### src/rtl/i2s_slave_trx_pkg.sv
// Shared constants and sizing helpers for the slave-mode I2S transceiver.
package i2s_pkg;

    // LRCK level meaning: low selects the left channel, high the right.
    localparam logic LRCK_LEFT  = 1'b0;
    localparam logic LRCK_RIGHT = 1'b1;

    // Each SCLK phase must last at least this many mclk cycles so that the
    // synchroniser plus edge-detect flop can resolve every transition.
    localparam int DEFAULT_SYNC_STAGES = 2;
    localparam int MIN_SCLK_PHASE      = DEFAULT_SYNC_STAGES + 2;

    function automatic int min_sclk_phase(input int sync_stages);
        return sync_stages + 2;
    endfunction

    // Bit counters must be able to hold PDATA_WIDTH itself (saturation value).
    function automatic int bit_cnt_width(input int pdata_width);
        return $clog2(pdata_width + 1);
    endfunction

endpackage

### src/rtl/i2s_slave_trx_sync_edge.sv
// Multi-flop synchroniser with optional rise/fall pulse generation.
module i2s_sync_edge
    import i2s_pkg::*;
#(
    parameter int SYNC_STAGES = DEFAULT_SYNC_STAGES,
    parameter bit EDGE_DETECT = 1'b1
) (
    input  logic clk,
    input  logic rst,
    input  logic d,
    output logic q,
    output logic rise,
    output logic fall
);

    logic [SYNC_STAGES-1:0] sync_reg;

    // Shift the asynchronous input through the synchroniser chain.
    always_ff @(posedge clk or posedge rst) begin
        if (rst) begin
            sync_reg <= '0;
        end else begin
            sync_reg <= {sync_reg[SYNC_STAGES-2:0], d};
        end
    end

    assign q = sync_reg[SYNC_STAGES-1];

    generate
        if (EDGE_DETECT) begin : g_edge
            logic prev_reg;

            // One extra flop of the synchronised level gives single-cycle edge pulses.
            always_ff @(posedge clk or posedge rst) begin
                if (rst) begin
                    prev_reg <= 1'b0;
                end else begin
                    prev_reg <= q;
                end
            end

            assign rise = q & ~prev_reg;
            assign fall = ~q & prev_reg;
        end else begin : g_no_edge
            assign rise = 1'b0;
            assign fall = 1'b0;
        end
    endgenerate

endmodule

### src/rtl/i2s_slave_trx.sv
// Slave-mode I2S transceiver: LRCK/SCLK come from an external master and are
// oversampled on mclk_in; stereo words are deserialised and serialised with
// the standard one-bit MSB delay.
module i2s_slave_trx
    import i2s_pkg::*;
#(
    parameter int PDATA_WIDTH = 32,
    parameter int SYNC_STAGES = DEFAULT_SYNC_STAGES
) (
    input  logic                   mclk_in,
    input  logic                   arst_in,
    input  logic                   lrck_in,
    input  logic                   sclk_in,
    input  logic                   sdata_in,
    output logic [PDATA_WIDTH-1:0] pldata_out,
    output logic [PDATA_WIDTH-1:0] prdata_out,
    output logic                   rx_valid_out,
    output logic                   sdata_out,
    input  logic [PDATA_WIDTH-1:0] pldata_in,
    input  logic [PDATA_WIDTH-1:0] prdata_in,
    output logic                   tx_load_out
);

    localparam int                     CW       = bit_cnt_width(PDATA_WIDTH);
    localparam logic [CW-1:0]          CNT_FULL = CW'(PDATA_WIDTH);
    localparam logic [PDATA_WIDTH-1:0] MSB_MASK = {1'b1, {(PDATA_WIDTH-1){1'b0}}};

    logic sclk_level_unused, sclk_rise, sclk_fall;
    logic lrck_q, lrck_rise_unused, lrck_fall_unused;
    logic sdata_q, sdata_rise_unused, sdata_fall_unused;

    // All three inputs see identical synchroniser delay so data stays aligned to SCLK.
    i2s_sync_edge #(.SYNC_STAGES(SYNC_STAGES), .EDGE_DETECT(1'b1)) u_sync_sclk (
        .clk(mclk_in), .rst(arst_in), .d(sclk_in),
        .q(sclk_level_unused), .rise(sclk_rise), .fall(sclk_fall)
    );
    i2s_sync_edge #(.SYNC_STAGES(SYNC_STAGES), .EDGE_DETECT(1'b1)) u_sync_lrck (
        .clk(mclk_in), .rst(arst_in), .d(lrck_in),
        .q(lrck_q), .rise(lrck_rise_unused), .fall(lrck_fall_unused)
    );
    i2s_sync_edge #(.SYNC_STAGES(SYNC_STAGES), .EDGE_DETECT(1'b0)) u_sync_sdata (
        .clk(mclk_in), .rst(arst_in), .d(sdata_in),
        .q(sdata_q), .rise(sdata_rise_unused), .fall(sdata_fall_unused)
    );

    logic                   lrck_prev_reg, armed_reg;
    logic [PDATA_WIDTH-1:0] rx_shift_reg, l_stage_reg, r_stage_reg;
    logic [CW-1:0]          rx_cnt_reg, tx_cnt_reg;
    logic                   l_staged_reg, pair_pending_reg;
    logic [PDATA_WIDTH-1:0] hold_l_reg, hold_r_reg;
    logic                   tx_chan_reg;

    logic                   lrck_change;
    logic [PDATA_WIDTH-1:0] rx_word_next, tx_word, rx_mask, tx_mask;
    logic                   tx_bit_next;

    // Current sample merged into the shift word; a saturated counter shifts the mask out, so no write happens.
    always_comb begin
        lrck_change  = sclk_rise && (lrck_q != lrck_prev_reg);
        rx_mask      = MSB_MASK >> rx_cnt_reg;
        rx_word_next = sdata_q ? (rx_shift_reg | rx_mask) : (rx_shift_reg & ~rx_mask);
        tx_word      = (tx_chan_reg == LRCK_RIGHT) ? hold_r_reg : hold_l_reg;
        tx_mask      = MSB_MASK >> tx_cnt_reg;
        tx_bit_next  = |(tx_word & tx_mask);
    end

    // RX: channel tracking, arming, deserialising and pairing of left/right words.
    always_ff @(posedge mclk_in or posedge arst_in) begin
        if (arst_in) begin
            lrck_prev_reg    <= LRCK_LEFT;
            armed_reg        <= 1'b0;
            rx_shift_reg     <= '0;
            rx_cnt_reg       <= '0;
            l_stage_reg      <= '0;
            r_stage_reg      <= '0;
            l_staged_reg     <= 1'b0;
            pair_pending_reg <= 1'b0;
            pldata_out       <= '0;
            prdata_out       <= '0;
            rx_valid_out     <= 1'b0;
        end else begin
            rx_valid_out <= 1'b0;
            if (pair_pending_reg) begin
                pldata_out       <= l_stage_reg;
                prdata_out       <= r_stage_reg;
                rx_valid_out     <= 1'b1;
                pair_pending_reg <= 1'b0;
            end
            if (lrck_change) begin
                // The bit sampled here is the previous slot's LSB; it completes that word.
                lrck_prev_reg <= lrck_q;
                armed_reg     <= 1'b1;
                rx_cnt_reg    <= '0;
                rx_shift_reg  <= '0;
                if (armed_reg) begin
                    if (lrck_prev_reg == LRCK_LEFT) begin
                        l_stage_reg  <= rx_word_next;
                        l_staged_reg <= 1'b1;
                    end else if (l_staged_reg) begin
                        r_stage_reg      <= rx_word_next;
                        l_staged_reg     <= 1'b0;
                        pair_pending_reg <= 1'b1;
                    end
                end
            end else if (sclk_rise && armed_reg) begin
                rx_shift_reg <= rx_word_next;
                if (rx_cnt_reg < CNT_FULL) begin
                    rx_cnt_reg <= rx_cnt_reg + CW'(1);
                end
            end
        end
    end

    // TX: latch both words at each left-channel start, then shift MSB first on SCLK falls.
    always_ff @(posedge mclk_in or posedge arst_in) begin
        if (arst_in) begin
            hold_l_reg  <= '0;
            hold_r_reg  <= '0;
            tx_chan_reg <= LRCK_LEFT;
            tx_cnt_reg  <= '0;
            tx_load_out <= 1'b0;
            sdata_out   <= 1'b0;
        end else begin
            tx_load_out <= 1'b0;
            if (lrck_change) begin
                tx_chan_reg <= lrck_q;
                tx_cnt_reg  <= '0;
                if (armed_reg && lrck_q == LRCK_LEFT) begin
                    hold_l_reg  <= pldata_in;
                    hold_r_reg  <= prdata_in;
                    tx_load_out <= 1'b1;
                end
            end else if (sclk_fall && armed_reg) begin
                if (tx_cnt_reg < CNT_FULL) begin
                    sdata_out  <= tx_bit_next;
                    tx_cnt_reg <= tx_cnt_reg + CW'(1);
                end else begin
                    sdata_out <= 1'b0;
                end
            end
        end
    end

endmodule

### config.mk
export PLATFORM = sky130hd
export DESIGN_NAME = i2s_slave_trx
export DESIGN_NICKNAME = d
export VERILOG_FILES = /design/src/rtl/i2s_slave_trx_pkg.sv /design/src/rtl/i2s_slave_trx_sync_edge.sv /design/src/rtl/i2s_slave_trx.sv
export SDC_FILE = /design/constraint.sdc
export NUM_CORES = 1
export LEC_CHECK = 0
export ABC_CLOCK_PERIOD_IN_PS = 8900
export BUFFER_PORTS_ARGS = -buffer_cell sky130_fd_sc_hd__buf_2
export CELL_PAD_IN_SITES_DETAIL_PLACEMENT = 1
export CELL_PAD_IN_SITES_GLOBAL_PLACEMENT = 2
export CORE_ASPECT_RATIO = 1.1
export CORE_MARGIN = 2
export CORE_UTILIZATION = 30
export CTS_CLUSTER_DIAMETER = 40
export DETAILED_ROUTE_END_ITERATION = 10
export PLACE_DENSITY = 0.66
export SLEW_MARGIN = 5
export SYNTH_ARGS = -nofsm -noshare
export SYNTH_HDL_FRONTEND = slang
export SYNTH_SLANG_ARGS = --single-unit
export TNS_END_PERCENT = 100
### constraint.sdc
create_clock -name mclk_in -period 8.9 [get_ports mclk_in]
set_input_delay 1.78 -clock mclk_in [delete_from_list [all_inputs] [get_ports mclk_in]]
set_output_delay 1.78 -clock mclk_in [all_outputs]
set_load 0.05 [all_outputs]
==> qor.yml, run 1 <==
timing:
  fin_crit_ns: 3.24
  final-setup-viol-count: 0
  clock.fmax_ghz: 0.308
  relSlewSlack_pct: 28.6
  clock_skew_ns: 0.0410
  rsz0062_at_grt: "false"
  hold_viol: 0
  finalCritPeriodShare_pct: 36.4
  worst_slew_pin_slew_ns: 1.07
  tns_ns: 0
  drv_slew: 0
final_layout:
  finalNonFillerCells: 1535
  final_util_pct: 37.3
  area_growth_pct: 22.9
  layout-drive-gt1-share_pct: 34.7
  layout.nets: 1097
  antenna_cells: 0
  fillers: 3895
route:
  routed-via-count: 7142
  wirelength_mm: 26.3
  postRouteAntennaNets: 0
  drtPass1Iterations: 4
  drc: 0
  first_iter_violations: 328
  via_per_inst: 4.65
  routedWlPerCell_um: 17.1
run_status:
  status: "finished, final reports clean"
die:
  fp.dieH_um: 204
  num_io_pins: 136
  fp.coreArea_mm2: 0.0361
  die_x_um: 186
  initial_core_util_pct: 30.4
  die_area_mm2: 0.0381
  row_count: 73
placement:
  port_buffers: 135
  placed_cells: 1459
  routabilityCongestion: 0.724
  hpwl_mm: 17.0
job:
  cap_viol_max_count: 0
setup_path:
  cp-startpoint: "tx_chan_reg"
  critical_path_class: "reg -> reg"
  cp_max_fo: 63
  worstPathRequired_ns: 9.29
  start_kind: "flip-flop"
  crit_family: "buffers and inverters"
  crit_chain: "buf_4, xor2_1, and2_4, nand2_4, nor2_4, buf_4, mux2_2"
  cp.arrival_ns: 3.63
  crit_top_cell: "buf_4"
  timing.rr.start: "tx_chan_reg"
  slowest_stage: "buf_4"
  setup.worst_path.end_class: "flip-flop"
  worst_path_largest_cell_delay_ns: 0.82
  path_buf_inv: 2
grt:
  grt_pass1_vias: 7656
  antenna_found_initial: 4
  met3_usage_pct: 3.56
  grt_usage_pct: 14.2
  grt-ovfl-total: 0
  grt_pass1_wl_mm: 42.7
  met2_usage_pct: 23.3
  use_met1_pct: 18.6
  grt_max_degree: 104
  top_usage_layer: "met2"
synthesis:
  netlist_area_mm2: 0.0110
  synth.most_common_cell: "dfrtp_1"
  synth_nets: 971
  ys_seq_area_share_pct: 57.1
  synth_top_area_share_pct: 57.1
  synth.area.top_cells: "dfrtp_1 57%, mux2_2 8.2%, mux2_4 6.7%, mux2i_1 5.5%, o21ai_0 4.2%"
  netlist_top_cells_count: "250 x dfrtp_1, 109 x nand2_1, 92 x o21ai_0"
  synth_edf_count: 0
  synthCells: 890
  synth_ff_type: "dfrtp_1"
  synth-seq-cells: 250
  synth_top_area_cell: "dfrtp_1"
  synthArstFlopShare_pct: 100
  syn_avg_cell_area_um2: 12.3
  yosysUniqueCellTypes: 44
  synth_warnings: 0
clock_network:
  cts_root_buf: "clkbuf_16"
  holdBufCountCts: 0
  numCtsBuffers: 42
  clkTransAtPathRegs_ns: 0.05
  htree_levels: 2
  cts_resized: 0
  post_cts_buffers: 0
  cts_sinks: 250
  cts_tree: "built"
  cts_buffer_depth: 3
  clk_latency_ns: 0.54
power_and_ir_drop:
  ir_worst_vdd_mv: 0.168
  p_per_area_mw_per_mm2: 292
  leakage_uw: 0.00645
min_path:
  hold_start: "u_sync_sclk.sync_reg[0]"
  hold_class: "reg -> reg"
where the power goes:
part / internal (uW) / switching [uW]
Combinational: 325 / 379
Clock: 1170 / 576
Sequential: 1340 / 151
logic make-up (layout without fill, tap and decap cells):
logic type                 after synthesis  count (layout)  share of synthesized area (%)
AOI/OAI and AO/OA                      141             141                           6.73
muxes                                  193             193                           21.2
xor gates and xnor gates                 7               7                          0.560
buffers and inverters                   69             227                           3.64
and+or+nand+nor                        218             218                           9.35
adders and majority gates               12              12                           1.37
DFF                                    250             250                           57.1
final cells by class:
type	count	area, um^2	area share (%)
multi-input combinational	571	4300	31.9
clock buffer	48	1110	8.28
timing repair buffer	143	736	5.46
sequential	250	6260	46.5
inverter	8	37.5	0.279
clock inverter	28	409	3.04
tap	487	609	4.53
per-layer routing:
| layer | vias up | wire, um | share of wire [%] |
|---|---|---|---|
| li1 | 3375 | - | - |
| met4 | 8 | 505 | 1.9 |
| met2 | 147 | 12600 | 48 |
| met3 | 45 | 1280 | 4.9 |
| met5 | - | 48 | 0.18 |
| met1 | 3567 | 11900 | 45 |
cell usage in the layout, fill, tap and decap left out, types with 4 or more instances in the layout:
| master | netlist | final |
|---|---|---|
| dfrtp_1 | 250 | 248 |
| buf_2 | 7 | 135 |
| nand2_1 | 109 | 109 |
| o21ai_0 | 92 | 92 |
| mux2_2 | 80 | 80 |
| mux2i_1 | 60 | 60 |
| mux2_4 | 49 | 49 |
| clkbuf_16 | 0 | 43 |
| nor2_1 | 33 | 33 |
| a21oi_1 | 32 | 32 |
| nand3_1 | 23 | 23 |
| nand4_1 | 17 | 17 |
| ha_1 | 12 | 12 |
| nand3b_1 | 10 | 10 |
| o22ai_1 | 10 | 10 |
| bufinv_16 | 0 | 9 |
| buf_4 | 2 | 8 |
| inv_1 | 8 | 7 |
| clkinv_2 | 0 | 6 |
| clkinv_4 | 0 | 5 |
| nor2b_1 | 4 | 4 |
| xor2_1 | 4 | 4 |
| nor3_1 | 4 | 4 |
| or3b_2 | 4 | 4 |
| mux4_2 | 4 | 4 |
| inv_6 | 0 | 4 |
| clkinvlp_4 | 0 | 4 |
final timing paths:
check                                            to  slack, ns  depth (start not counted)
max                                   hold_l_reg[4]       5.66                          7
min                         u_sync_sclk.sync_reg[1]       0.35                          0
max reg2reg                           hold_l_reg[4]       5.66                          7
min reg2reg                 u_sync_sclk.sync_reg[1]       0.35                          0
max in group asynchronous             hold_l_reg[4]       6.01                          3
min in group asynchronous  u_sync_sdata.sync_reg[0]       1.40                          2
stage by stage:
| stage | power, uW | instance area [um^2] | setup slack, ns | hold WS [ns] |
|---|---|---|---|---|
| finish | 3930 | 13500 | 5.66 | 0.354 |
| CTS | 4000 | 13500 | 5.60 | 0.359 |
| detailed placement | 2230 | 11900 | 5.31 | 0.352 |
| global route | 4130 | 13500 | 5.45 | 0.371 |
| global placement | 2210 | 11900 | 5.35 | 0.333 |
| floorplan | 2010 | 11000 | 0.248 | 0.331 |
Note: power is estimated with default switching activity, not from simulation.
==> run 2: changes to the inputs <==
--- a/config.mk
+++ b/config.mk
@@ -5,7 +5,8 @@
 export SDC_FILE = /design/constraint.sdc
 export NUM_CORES = 1
 export LEC_CHECK = 0
-export ABC_CLOCK_PERIOD_IN_PS = 8900
+export ABC_AREA = 1
+export ABC_CLOCK_PERIOD_IN_PS = 3160
 export BUFFER_PORTS_ARGS = -buffer_cell sky130_fd_sc_hd__buf_2
 export CELL_PAD_IN_SITES_DETAIL_PLACEMENT = 1
 export CELL_PAD_IN_SITES_GLOBAL_PLACEMENT = 2
@@ -14,7 +15,7 @@
 export CORE_UTILIZATION = 30
 export CTS_CLUSTER_DIAMETER = 40
 export DETAILED_ROUTE_END_ITERATION = 10
-export PLACE_DENSITY = 0.66
+export PLACE_DENSITY = 0.68
 export SLEW_MARGIN = 5
 export SYNTH_ARGS = -nofsm -noshare
 export SYNTH_HDL_FRONTEND = slang
==> constraint.sdc (replaced) <==
create_clock -name mclk_in -period 3.16 [get_ports mclk_in]
set_input_delay 0.632 -clock mclk_in [delete_from_list [all_inputs] [get_ports mclk_in]]
set_output_delay 0.632 -clock mclk_in [all_outputs]
set_load 0.05 [all_outputs]
==> run 2 against run 1 <==
  * Global-route usage rose by 1.5 points
  * Die area fell by 3.0%
  * Largest power group unchanged
  * Count of clock-buffer cells in the layout rose by 4
  * Sequential power rose to 2.8 times the previous value
  * Synthesized cell count rose by 27%
  * Register-to-register slack worse by 4.8 ns
  * Total power grew to 2.7 times the previous value
  * Non-clock buffer count up 9
  * Combinational power grew to 2.6 times the previous value
==> qor.yml, run 2 <==
synthesis:
  synth-seq-cells: 250
  synth_ff_type: "dfrtp_1"
  muxShareOfSynthArea_pct: 6.58
  netlist_area_mm2: 0.0106
  syn_avg_cell_area_um2: 9.39
  synth_xor_area_share_pct: 0.0825
  ys_seq_area_share_pct: 58.9
  netlist_top_cells_count: "339 x nand2_1, 250 x dfrtp_1, 90 x inv_1"
  synthCells: 1131
  synthAdderAreaFrac_pct: 1.41
  synth_compound_area_share_pct: 10.7
  yosysUniqueCellTypes: 29
  synth_edf_count: 0
  synth_top_family_by_area: "simple AND/OR/NAND/NOR gates"
  synthArstFlopShare_pct: 100
  synth_warnings: 0
  synth.area.top_cells: "dfrtp_1 59%, nand2_1 12%, mux2_2 6.6%, o21ai_0 3.4%, inv_1 3.2%"
  synth_top_area_cell: "dfrtp_1"
  synth-simple-area-share_pct: 16.3
  synth.most_common_cell: "nand2_1"
  synth_top_area_share_pct: 58.9
  synth_nets: 1212
clock_network:
  post_cts_buffers: 0
  cts_sinks: 250
  cts_root_buf: "clkbuf_16"
  cts_resized: 0
  cts_tree: "built"
  holdBufCountCts: 0
  cts_buffer_depth: 3
  clkTransAtPathRegs_ns: 0.05
  numCtsBuffers: 43
  clk_latency_ns: 0.52
  htree_levels: 2
grt:
  grt_max_degree: 73
  grt_usage_pct: 15.8
  grt-ovfl-total: 0
  grt_pass1_vias: 8614
  grt_pass1_wl_mm: 46.7
  antenna_found_initial: 0
setup_path:
  slowest_stage: "inv_2"
  critical_path_class: "reg -> reg"
  crit_top_cell: "nand2_1"
  start_kind: "flip-flop"
  worst_path_largest_cell_delay_ns: 0.57
  setup.worst_path.end_class: "flip-flop"
  cp.arrival_ns: 2.72
  r2r_slack_ns: 0.87
  timing.rr.start: "u_sync_sclk.sync_reg[1]"
  crit_chain: "inv_1, nor2_1, nand2_1, nor2_4, nand2_4, inv_2, buf_12, nand2_1, o21ai_0"
  r2r-end: "hold_l_reg[13]"
  cp_max_fo: 37
  r2r_cells: 9
  worstPathRequired_ns: 3.60
timing:
  relSlewSlack_pct: 31.3
  rsz0062_at_grt: "false"
  tns_ns: 0
  hold_viol: 0
  clock_skew_ns: 0.0132
  fin_crit_ns: 2.29
  hold_ws_ns: 0.151
  finalCritPeriodShare_pct: 72.3
  drv_slew: 0
  final-setup-viol-count: 0
  worst_slew_pin_slew_ns: 1.03
  clock.fmax_ghz: 0.437
power_and_ir_drop:
  p_per_area_mw_per_mm2: 795
  leakage_uw: 0.00657
  ir_worst_vdd_mv: 0.402
route:
  drtPass1Iterations: 4
  routed-via-count: 8077
  drc: 0
  via_per_inst: 4.63
  routedWlPerCell_um: 16.0
  postRouteAntennaNets: 0
  first_iter_violations: 301
  wirelength_mm: 27.9
placement:
  hpwl_mm: 19.4
  placed_cells: 1669
  port_buffers: 135
  routabilityCongestion: 0.747
run_status:
  status: "finished, final reports clean"
final_layout:
  final_util_pct: 37.7
  multi_input_area_mm2: 0.00373
  final_common_cell: "nand2_1"
  antenna_cells: 0
  mostFrequentLayoutCells: "339 x nand2_1, 249 x dfrtp_1, 135 x buf_2"
  finalNonFillerCells: 1746
  fillers: 4065
  area_growth_pct: 24.4
  layout.nets: 1351
  regArea_mm2: 0.00626
  layout-drive-gt1-share_pct: 23.0
min_path:
  hold_class: "in -> async"
die:
  fp.dieH_um: 201
  fp.coreArea_mm2: 0.0350
  row_count: 72
  die_area_mm2: 0.0369
  num_io_pins: 136
  die_x_um: 183
  initial_core_util_pct: 30.3
job:
  cap_viol_max_count: 0
-- run 2: metrics by stage --
step / cell area, um^2 / setup slack (ns) / power, uW
3_3_place_gp: 11800 / 0.872 / 5990
6_report: 13200 / 0.874 / 10500
2_1_floorplan: 10600 / -0.760 / 5390
5_1_grt: 13200 / 0.570 / 11200
3_5_place_dp: 11800 / 0.832 / 6030
4_1_cts: 13200 / 0.830 / 10700
-- run 2: final cells by class --
cell class                 instances  share of cell area, %
tap                              444                   4.21
timing repair buffer             152                   6.55
inverter                          96                   2.76
clock inverter                    25                   1.87
clock buffer                      52                   9.03
multi-input combinational        727                   28.2
sequential                       250                   47.4
-- run 2: worst max path at each step --
stage               slack, ns  cells after the start                         from        endpoint
finish                   0.87                      9      u_sync_sclk.sync_reg[1]  hold_l_reg[13]
global route             0.57                     12                  tx_chan_reg       sdata_out
CTS                      0.83                      9      u_sync_sclk.sync_reg[1]  hold_l_reg[13]
detailed placement       0.83                      8  u_sync_sclk.g_edge.prev_reg  hold_l_reg[13]
global placement         0.87                      5                rx_cnt_reg[3]  l_stage_reg[5]
floorplan               -0.76                      1                      arst_in       armed_reg
-- run 2: power by group --
part,total [uW],switching (uW),internal [uW]
Clock,4580,1640,2940
Combinational,1810,1230,572
Sequential,4120,323,3790
-- run 2: routing by layer --
layer	global-route usage [%]	vias to the layer above	wire, um
li1	-	3980	-
met4	4.34	0	574
met1	20.2	3919	12400
met2	27.1	134	13900
met3	3.02	44	1040
met5	0	-	0
-- run 2: cells by family (layout without fill, tap and decap cells) --
family          after synthesis  in the layout
flops                       250            250
simple gates                436            436
fa+ha+maj                    12             12
compound gates              216            216
xor+xnor                      1              1
mux                          62             62
buf+inv                     154            325
-- run 2: critical path, delay by kind of cell, from the launching register on --
kind	cells	cell delay (ns)
DFF	1	0.34
AOI/OAI and AO/OA	1	0.08
and+or+nand+nor	5	0.86
buffers and inverters	3	0.87
